File: src/rtl/card_dealer.sv
// Card source for the 18-point game: draws LFSR cards into four slots, settles, and latches the round verdict.
// Optional build macro CARD_DEALER_AUTO_STAND_EN: auto-stand on a full four-card hand that is still under 18.
module card_dealer #(
  parameter logic [15:0] SEED       = 16'hACE1,
  parameter int unsigned MAX_CARD   = 10,
  parameter int unsigned SETTLE_CYC = 2
) (
  input  logic       clk,
  input  logic       rst,
  input  logic       start,
  input  logic       hit,
  input  logic       stand,
  input  logic [1:0] judge_state,
  output logic [3:0] first_card,
  output logic [3:0] second_card,
  output logic [3:0] third_card,
  output logic [3:0] fourth_card,
  output logic [2:0] card_count,
  output logic       busy,
  output logic       round_over,
  output logic [1:0] result
);

  typedef enum logic [2:0] {
    ST_IDLE,
    ST_DEAL1,
    ST_DEAL2,
    ST_SETTLE,
    ST_PLAYER,
    ST_DONE
  } state_e;

  typedef enum logic [1:0] {
    RES_NONE  = 2'b00,
    RES_STOOD = 2'b01,
    RES_EXACT = 2'b10,
    RES_BUST  = 2'b11
  } result_e;

  localparam logic [15:0] LFSR_MASK   = 16'hB400;
  localparam logic [3:0]  CARD_MAX    = 4'(MAX_CARD);
  localparam logic [2:0]  SETTLE_LAST = 3'(SETTLE_CYC - 1);
  localparam logic [1:0]  JUDGE_UNDER = 2'b01;

  state_e          state_q, state_d;
  logic [15:0]     lfsr_q, lfsr_d;
  logic [3:0][3:0] slot_q, slot_d;
  logic [2:0]      count_q, count_d;
  logic [2:0]      settle_q, settle_d;
  result_e         result_q, result_d;

  logic [3:0] card_raw;
  logic [3:0] card_value;
  logic       verdict;
  logic       slot_free;
  logic       auto_stand;

  // Free-running Galois LFSR, right shift; it never pauses so card draws depend on timing.
  assign lfsr_d = {1'b0, lfsr_q[15:1]} ^ (lfsr_q[0] ? LFSR_MASK : 16'h0000);

  // Fold the low nibble into 1..MAX_CARD; the value is taken from the pre-edge LFSR content.
  assign card_raw   = lfsr_q[3:0];
  assign card_value = (card_raw >= CARD_MAX) ? (card_raw - CARD_MAX + 4'd1)
                                             : (card_raw + 4'd1);

  assign verdict   = judge_state[1];
  assign slot_free = (count_q < 3'd4);

`ifdef CARD_DEALER_AUTO_STAND_EN
  assign auto_stand = (count_q == 3'd4) && (judge_state == JUDGE_UNDER);
`else
  assign auto_stand = 1'b0;
`endif

  always_comb begin
    // NOTE: every signal gets its hold value first so no branch leaves one unassigned and infers a latch.
    state_d  = state_q;
    slot_d   = slot_q;
    count_d  = count_q;
    settle_d = settle_q;
    result_d = result_q;

    unique case (state_q)
      ST_IDLE: begin
        if (start) begin
          state_d  = ST_DEAL1;
          result_d = RES_NONE;
        end
      end
      ST_DEAL1: begin
        slot_d[0] = card_value;
        count_d   = 3'd1;
        state_d   = ST_DEAL2;
      end
      ST_DEAL2: begin
        slot_d[1] = card_value;
        count_d   = 3'd2;
        settle_d  = 3'd0;
        state_d   = ST_SETTLE;
      end
      ST_SETTLE: begin
        if (settle_q == SETTLE_LAST) begin
          state_d = ST_PLAYER;
        end else begin
          settle_d = settle_q + 3'd1;
        end
      end
      ST_PLAYER: begin
        if (verdict) begin
          state_d  = ST_DONE;
          result_d = result_e'(judge_state);
        end else if (stand || auto_stand) begin
          state_d  = ST_DONE;
          result_d = RES_STOOD;
        end else if (hit && slot_free) begin
          slot_d[count_q[1:0]] = card_value;
          count_d              = count_q + 3'd1;
          settle_d             = 3'd0;
          state_d              = ST_SETTLE;
        end
        // Emptying the hand on DONE entry lets the classifier fall back to idle right after its verdict.
        if (state_d == ST_DONE) begin
          slot_d  = '0;
          count_d = 3'd0;
        end
      end
      ST_DONE: begin
        state_d = ST_IDLE;
      end
      default: begin
        state_d = ST_IDLE;
      end
    endcase
  end

  // NOTE: sequential state uses non-blocking assignments so every flop samples pre-edge values.
  always_ff @(posedge clk or negedge rst) begin
    if (!rst) begin
      state_q  <= ST_IDLE;
      lfsr_q   <= SEED;
      slot_q   <= '0;
      count_q  <= 3'd0;
      settle_q <= 3'd0;
      result_q <= RES_NONE;
    end else begin
      state_q  <= state_d;
      lfsr_q   <= lfsr_d;
      slot_q   <= slot_d;
      count_q  <= count_d;
      settle_q <= settle_d;
      result_q <= result_d;
    end
  end

  assign first_card  = slot_q[0];
  assign second_card = slot_q[1];
  assign third_card  = slot_q[2];
  assign fourth_card = slot_q[3];
  assign card_count  = count_q;
  assign busy        = (state_q != ST_IDLE);
  assign round_over  = (state_q == ST_DONE);
  assign result      = result_q;

endmodule

File: config.mk
export PLATFORM = sky130hd
export DESIGN_NAME = card_dealer
export DESIGN_NICKNAME = d
export VERILOG_FILES = /design/src/rtl/card_dealer.sv
export SDC_FILE = /design/constraint.sdc
export NUM_CORES = 1
export LEC_CHECK = 0
export ABC_AREA = 1
export CAP_MARGIN = 0
export CELL_PAD_IN_SITES_DETAIL_PLACEMENT = 0
export CELL_PAD_IN_SITES_GLOBAL_PLACEMENT = 1
export CORE_AREA = 5 5 81 83
export CTS_CLUSTER_SIZE = 30
export DETAILED_ROUTE_END_ITERATION = 7
export DIE_AREA = 0 0 86 88
export PLACE_DENSITY = 0.83
export SLEW_MARGIN = 0
export SYNTH_ARGS = -nofsm -noshare
export SYNTH_HDL_FRONTEND = slang
export SYNTH_SLANG_ARGS = --single-unit
File: constraint.sdc
create_clock -name clk -period 1.65 [get_ports clk]
set_clock_uncertainty 0.15 [all_clocks]
set_input_delay 0.4125 -clock clk [delete_from_list [all_inputs] [get_ports clk]]
set_output_delay 0.4125 -clock clk [all_outputs]
set_load 0.02 [all_outputs]
==> metrics list, run 1 <==
* Worst Hold Endpoint: lfsr_q[7]
* Xor and xnor area share after synthesis: 2.20%
- Outcome: finished, violations left
- After global routing the overflow that remains totals 0.
* Depth of the most critical reg-to-reg path: 6
* Die outline width: 86 um
- In this run the critical register-to-register path is launched from lfsr_q[0].
- Most used DFF post-synth: sky130_fd_sc_hd__dfrtp_1
* Combinational family with the most area after synthesis: simple AND/OR/NAND/NOR gates
- Post-synthesis register bit count: 43
* Share of synthesized area spent on multiplexers: 0%
* Endpoint of the worst-slack reg-to-reg timing path: first_card[1]
- In this run, CTS created clock tree buffers numbering 5.
- Clock tree from TritonCTS: built
- After routing the design area is 2730 um^2.
- The region available for standard cell placement spans 5780 um^2.
- sky130_fd_sc_hd__dfrtp_1 takes more of the synthesized area than any other cell.
* Max Clock Freq: 601 MHz
* Routed wire length: 4300 um
- Once the floorplan was initialized, standard cells occupied 34.4% of the core.
- The setup check on the worst reg-to-reg path leaves a slack of 80 ps.
* Data required time at the worst endpoint: 1090 ps
- Counting every net in the synthesized netlist gives 242.
* IO Pins: 30
- CTS root buffer: sky130_fd_sc_hd__clkbuf_8
- Relative to the synthesized area, the layout overhead comes to 37.4%.
- The clock passes through at most 2 buffers.
- Setup repair after global routing could not meet its margin everywhere.
- Utilization after layout: 47.2%
- In the final layout, the share of cells above drive strength 1 is 29.3%.
* Via/cell ratio: 4.34
* Sum of net half-perimeters after detailed placement: 3110 um
- Fill count: 576
- Drc violations: 0
* Area share of the leading cell type in the synthesized netlist: 44.1%
* Simple-gate area share of the yosys netlist: 27.8%
- Leakage dissipation: 1.51 nW
- Summing over every cut layer, the via total after detailed routing is 1570.
- Setup violations remaining at the end of the flow were counted as 1.
- The tool flagged a number of max-cap violations equal to 0.
- Entering global routing, the biggest net connects 44 pins.
- The first TritonRoute pass finished after 4 iterations.
- Global-route wire length before repair: 7110 um
* Antenna cells: 0
- Counting flops with an async set or reset pin after synthesis yields a share of 100%.
- STA classifies the critical path startpoint as a flip-flop.
- In the synthesized netlist, the cells that appear most often are 85 x sky130_fd_sc_hd__nand2_1, 35 x sky130_fd_sc_hd__dfrtp_1, 26 x sky130_fd_sc_hd__inv_1.
- The number of antenna violations at the first check in global routing was 0.
- The netlist uses 22 different library cells.
* Final count of hold timing violations: 0
- The synthesized netlist devotes 5.67% of its cell area to adder and majority cells.
* Final WS setup: -12.7 ps
* Number of pins with negative max-slew slack in the final report: 0
- In the post-synthesis netlist, the cell with the most instances is sky130_fd_sc_hd__nand2_1.
- Initial DRC count: 43
- The later pin in the worst-skew pair is clocked with a latency of 300 ps.
* Cell area power density: 1260 nW/um^2
- The floorplan step defined a die boundary enclosing 7570 um^2.
- The final layout contains 302 nets.
- Number of enable flip-flop cells after synthesis: 0
* Power Total: 3.45 mW
- After floorplanning, the core was divided into 28 placement rows.
- Cell types with the largest area share after synthesis: sky130_fd_sc_hd__dfrtp_1 44%, sky130_fd_sc_hd__nand2_1 16%, sky130_fd_sc_hd__dfstp_2 11%
- For this run, the number of Yosys warnings is 0.
- Placed instance area: 2540 um^2
- Mapped cell area: 1990 um^2
- The cell count after synthesis came out at 226.
* Routed wire length per instance: 11.9 um
* Largest voltage drop on the vdd net: 0.000793 V
- Worst Hold Launch: lfsr_q[8]
- WP data arrival: 1100 ps
- Sequential-to-total area share from yosys stat: 54.7%
- Tightest Pin Transition: 234 ps
- Clock input transition at the sequential cells of the worst setup and hold paths: 70 ps
- The worst hold path belongs to the class flip-flop to flip-flop.
* Critical path class: flip-flop to output port
- Setup WS pre-CTS: -312 ps
- The worst path uses 101% of the clock period.
* Vert. Die Dim: 88 um
- Global routing used 12.1% of the available tracks across all layers.
- The synthesized netlist devotes 3.84% of its cell area to compound gates.
* Count of port buffers added during placement: 29
- CP max FO: 3
- Level count of the clock H-tree: 2
* Worst slew margin relative to its limit: 84.3%
* Number of instances on the worst hold path: 0
- Kind of capture point of the worst setup path: output port
- Dividing the synthesized area by the synthesized cell count gives 8.79 um^2.
- Failing checks: negative setup slack
- Routability-driven placement finished with a final weighted congestion of 0.787.
* Number of sinks on the clock net: 43
- After layout, the minimum clock period comes to 1660 ps.
* Antenna violation net count after detailed routing: 0
- Vias in the first global route: 1521
how the worst max path moves through the flow:
| stage | startpoint | to | slack (ps) | depth (start not counted) |
|---|---|---|---|---|
| 2_1_floorplan | lfsr_q[0] | first_card[2] | 60 | 10 |
| 3_3_place_gp | stand | card_count[1] | -300 | 9 |
| 3_5_place_dp | stand | card_count[1] | -310 | 9 |
| 4_1_cts | state_q[1] | busy | -60 | 5 |
| 5_1_grt | state_q[1] | busy | -90 | 5 |
| 6_report | state_q[1] | busy | -10 | 5 |
critical path: stages, from the launching register on:
cell and delay [ps]:
sky130_fd_sc_hd__dfrtp_1 410, sky130_fd_sc_hd__inv_2 80, sky130_fd_sc_hd__nand2_2 70, sky130_fd_sc_hd__nor2_4 90, sky130_fd_sc_hd__inv_2 40, sky130_fd_sc_hd__buf_6 120
repair_timing:
action / in CTS / in global routing
hold buffers: 1 / 0
pin swaps: 1 / 6
resized for setup: 38 / 36
cloned: 0 / 0
hold endpoints to repair: 35 / 0
setup buffers: 1 / 0
setup endpoints to repair: 29 / 26
report_power, final:
group	leakage (nW)	internal [mW]	total (mW)	switching, mW
registers	0.557	1.18	1.28	0.0936
clock network	0.0482	0.338	0.684	0.346
logic	0.906	0.594	1.49	0.893
sequential cells by signal (all words and copies together) (netlist names):
| signal | flops |
|---|---|
| state_q | 3 |
| fourth_card | 4 |
| result | 2 |
| third_card | 4 |
| lfsr_q | 16 |
| first_card | 4 |
| card_count | 3 |
| settle_q | 3 |
| second_card | 4 |
layout by cell type (no fill, tap or decap), types with 2 or more instances in the layout:
cell                              count
sky130_fd_sc_hd__nand2_1             76
sky130_fd_sc_hd__dfrtp_1             35
sky130_fd_sc_hd__buf_4               21
sky130_fd_sc_hd__inv_1               20
sky130_fd_sc_hd__dlygate4sd2_1       20
sky130_fd_sc_hd__nand3_1             18
sky130_fd_sc_hd__inv_2               10
sky130_fd_sc_hd__nand2_2             10
sky130_fd_sc_hd__dfstp_2              8
sky130_fd_sc_hd__o21ai_0              7
sky130_fd_sc_hd__ha_1                 7
sky130_fd_sc_hd__nor2_4               6
sky130_fd_sc_hd__clkbuf_8             6
sky130_fd_sc_hd__nor2_1               4
sky130_fd_sc_hd__nor2_2               4
sky130_fd_sc_hd__xor2_1               3
sky130_fd_sc_hd__clkdlybuf4s50_1      3
sky130_fd_sc_hd__buf_6                3
sky130_fd_sc_hd__nor3_2               2
sky130_fd_sc_hd__o21ai_2              2
sky130_fd_sc_hd__xnor2_1              2
sky130_fd_sc_hd__nand3_2              2
sky130_fd_sc_hd__ha_2                 2
sky130_fd_sc_hd__dlymetal6s2s_1       2
stage by stage:
| stage | hold slack [ps] | instances | TNS (ps) |
|---|---|---|---|
| after floorplan | -33.1 | 226 | 0 |
| after global routing | 213 | 362 | -249 |
| after detailed placement | 191 | 352 | -7000 |
| after global placement | 185 | 352 | -6570 |
| final | 205 | 362 | -12.7 |
| after CTS | 208 | 362 | -126 |
logic make-up (layout without fill, tap and decap cells):
group,count (synthesis),in the layout
xor+xnor,5,5
simple gates,126,126
compound gates,12,12
fa+ha+maj,9,9
buf+inv,31,92
flops,43,43
layer usage:
metal	track usage [%]	share of wire [%]	vias to the layer above	routed length [um]
met5	0	0	-	0
met4	3.88	1.5	0	65
met3	3.48	4.4	6	188
met2	21.0	51	24	2180
met1	14.5	43	719	1870
li1	-	-	821	-
final cells by class:
type	instances	area, um^2	area share (%)
Clock inverter	1	5.00	0.183
Clock buffer	7	86.3	3.16
Tap cell	75	93.8	3.44
Timing Repair Buffer	53	462	16.9
Sequential cell	43	1090	39.8
Multi-Input combinational cell	152	878	32.2
Inverter	31	119	4.35
(Power assumes the default switching activity.)
==> run 2, diff against run 1 <==
Settings changed: CORE_AREA 5 5 81 83 to 3 3 79 81, DIE_AREA 0 0 86 88 to 0 0 82 84.
==> run 2 against run 1 <==
Compared with the run above: the run still ends with negative setup slack left; fmax decreased by 1.6%; combinational power barely moved; worst setup slack got worse by 26 ps; critical path type unchanged; critical endpoint unchanged.
==> metrics list, run 2 (synthesis results as in run 1) <==
- The flow ran to the end, but the final reports show violations.
- The final reports fail on negative setup slack.
* Floorplan core area: 5540 um^2 (-4.2%)
- Register name with the most flops: lfsr_q
* Total of endpoints with negative setup slack in the final report: 2 (+1)
- The register-to-register path setup slack is 90 ps (about the same).
- The most critical setup path has its endpoint at busy.
- Cell area power density: 1280 nW/um^2 (+1.5%)
* Utilization after layout: 47.7% (+0.51 points)
- In this run the critical register-to-register path is captured at first_card[2].
- The post-layout net count came to 297 (-1.7%).
- Share of power burned in the clock network: 19.3% (-0.5 points)
- The pin count of the biggest net entering global routing came to 44 (unchanged).
* Fraction of power spent switching nets: 39.4% (+0.72 points)
* Placed instance area: 2490 um^2 (-1.9%)
- The critical path goes through inv_2, nand2_4, nor2_4, inv_2, buf_6.
- Number of sinks on the clock net: 43 (unchanged)
- The maximum cell stage delay along the critical path came to 410 ps (about the same).
- Launch instance of the worst register-to-register path: lfsr_q[0]
- The post-detailed-route count of antenna-violating nets was 0 (unchanged).
- Data required time at the worst endpoint: 1090 ps (about the same)
- Critical Path Most Common Cell: sky130_fd_sc_hd__inv_2
- The final hold violation count came to 0 (unchanged).
* Critical path class: flip-flop to output port
- Die outline width: 82 um (-4.7%)
- Initial DRC count: 55 (+28%)
- STA classifies the critical path endpoint as an output port.
- Depth of the most critical reg-to-reg path: 10 (+4)
- The final-layout setup total negative slack came to -44.0 ps (-31.3 ps).
* Max-Cap Viols: 0 (unchanged)
- Overflow after GRT: 0 (unchanged)
- Final WS setup: -39.1 ps (-26.4 ps)
* Setup repair after global routing missed its margin: true
* Power Total: 3.39 mW (-1.6%)
- The average routed wire per standard cell was 11.5 um (-3.4%).
* Largest voltage drop on the vdd net: 0.000731 V (-7.8%)
* IO Pins: 30 (unchanged)
- Layout cell share with drive strength beyond 1: 25.2% (-4.1 points)
* Most common cell after layout, fill and taps aside: sky130_fd_sc_hd__nand2_1
- Number of pins with negative max-slew slack in the final report: 0 (unchanged)
- Worst slew margin relative to its limit: 73.5% (-11 points)
* CP startpoint kind: flip-flop
- The final critical path time including I/O delays and setup is 1690 ps (+26.4 ps).
- Final Cycle Share: 102% (+1.6 points)
- Combinational share of power: 43.0% (-0.2 points)
* Routed wire length: 4060 um (-5.6%)
- Clock input transition at the sequential cells of the worst setup and hold paths: 80 ps (about the same)
- Final estimated routing congestion in global placement: 0.800 (+1.6%)
* Number of antenna violations at the first check in global routing: 0 (unchanged)
- WP data arrival: 1130 ps (+30 ps)
- The chip height was 84 um (-4.5%).
- Level count of the clock H-tree: 2 (unchanged)
* Vias: 1575 (+0.32%)
- Initial cell density of the core: 35.9% (+1.5 points)
- CTS root buffer: sky130_fd_sc_hd__clkbuf_8
- Drc violations: 0 (unchanged)
* Count of non-filler cells in the finished layout: 354 (-2.2%)
- The via count of the first global-routing pass is 1514 (-0.46%).
- Tightest hold margin: 200 ps (-5.68 ps)
* CP max stage cell: sky130_fd_sc_hd__dfrtp_1
- Commonest cells after routing, fill and taps aside: 75 x sky130_fd_sc_hd__nand2_1, 34 x sky130_fd_sc_hd__dfrtp_1, 22 x sky130_fd_sc_hd__inv_1, 20 x sky130_fd_sc_hd__dlygate4sd2_1, 19 x sky130_fd_sc_hd__nand3_1
* Number of cell rows: 27 (-3.6%)
- The number of buffers created by CTS came to 5 (unchanged).
* Router iterations before antenna repair: 4 (unchanged)
* Tightest Pin Transition: 393 ps (+159 ps)
* All-Layer GR Usage: 12.7% (+0.57 points)
* Max Clock Freq: 592 MHz (-1.6%)
- Flip-flop count of the largest register after layout: 16 (unchanged)
- The sequential group share of total power came to 37.8% (+0.8 points).
- Cell area after layout: 2650 um^2 (-3.1%)
* Area of the die: 6890 um^2 (-9.0%)
* Clock tree from TritonCTS: built
* Fill count: 566 (-1.7%)
- Via/cell ratio: 4.45 (+2.6%)
* CP max FO: 3 (unchanged)
- Setup WS pre-CTS: -307 ps (+5.16 ps)
* Buffer depth of the longest clock path: 2 (unchanged)
- The area growth from synthesis to layout is 33.1%.
- Count of port buffers added during placement: 29 (unchanged)
- The cell count after placement came to 343 (-2.6%).
* Global-route wire length before repair: 6850 um (-3.7%)
* Antenna cells: 0 (unchanged)
* Sum of net half-perimeters after detailed placement: 2950 um (-5.2%)
* Worst setup path start: state_q[1]
- Psw: 1.34 mW (+0.21%)
- The min-delay analysis places its worst path in the category flip-flop to flip-flop.
- Clock latency at the later pin of the worst-skew pair: 290 ps (about the same)
- Leakage dissipation: 1.47 nW (-2.5%)
- Internal: 2.05 mW (-2.8%)
run 2: changes by cell type in the layout (fill, tap and decap cells not counted), moves of 2 or more:
| cell | before | now |
|---|---|---|
| sky130_fd_sc_hd__inv_1 | 20 | 22 |
| sky130_fd_sc_hd__buf_4 | 21 | 17 |
| sky130_fd_sc_hd__nor2_2 | 4 | 2 |
| sky130_fd_sc_hd__buf_6 | 3 | 1 |
| sky130_fd_sc_hd__o21ai_2 | 2 | 0 |
| sky130_fd_sc_hd__ha_2 | 2 | 0 |
| sky130_fd_sc_hd__ha_1 | 7 | 9 |
| sky130_fd_sc_hd__nor2_1 | 4 | 6 |
| sky130_fd_sc_hd__o21ai_1 | 0 | 2 |
run 2: final cells by class:
type                            count  area (um^2)  area share (%)
Clock buffer                        6         72.6            2.74
Clock inverter                      2         12.5           0.473
Inverter                           31          116            4.40
Multi-Input combinational cell    152          852            32.2
Sequential cell                    43         1090            41.1
Tap cell                           72         90.1            3.41
Timing Repair Buffer               48          414            15.7
run 2: worst max-delay path, delay by kind of cell, from the launching register on:
kind	cells	cell delay, ps
and+or+nand+nor	2	170
DFF	1	410
buffers and inverters	3	250
run 2: worst min path at each step:
| stage | slack, ps | endpoint | from | cells past startpoint |
|---|---|---|---|---|
| global route | 210 | lfsr_q[3] | lfsr_q[4] | 0 |
| CTS | 200 | lfsr_q[3] | lfsr_q[4] | 0 |
| detailed placement | 190 | lfsr_q[3] | lfsr_q[4] | 0 |
| finish | 200 | lfsr_q[3] | lfsr_q[4] | 0 |
| global placement | 180 | lfsr_q[3] | lfsr_q[4] | 0 |
| floorplan | -30 | card_count[0] | rst | 0 |
run 2: what timing repair did:
action                                  CTS  global route
resized for setup                        34            28
buffers inserted                          0             2
endpoints found under the hold margin    35             0
hold buffers                              1             0
pin swaps                                 0             5
endpoints found under the setup margin   24            25
run 2: power groups by stage:
| stage | registers (mW) | logic (mW) | clock network, mW |
|---|---|---|---|
| 6_report | 1.28 | 1.46 | 0.653 |
| 3_3_place_gp | 1.29 | 1.37 | 0 |
| 3_5_place_dp | 1.29 | 1.38 | 0 |
| 5_1_grt | 1.31 | 1.64 | 0.723 |
| 4_1_cts | 1.28 | 1.33 | 0.678 |
| 2_1_floorplan | 1.39 | 0.706 | 0 |
run 2: layer usage:
metal  vias to the layer above  wire length [um]  track usage (%)
li1                        806                 -                -
met2                        36              1850             18.9
met3                         4               211             3.24
met4                         0                28             3.78
met5                         -                 0                0
met1                       729              1970             17.9
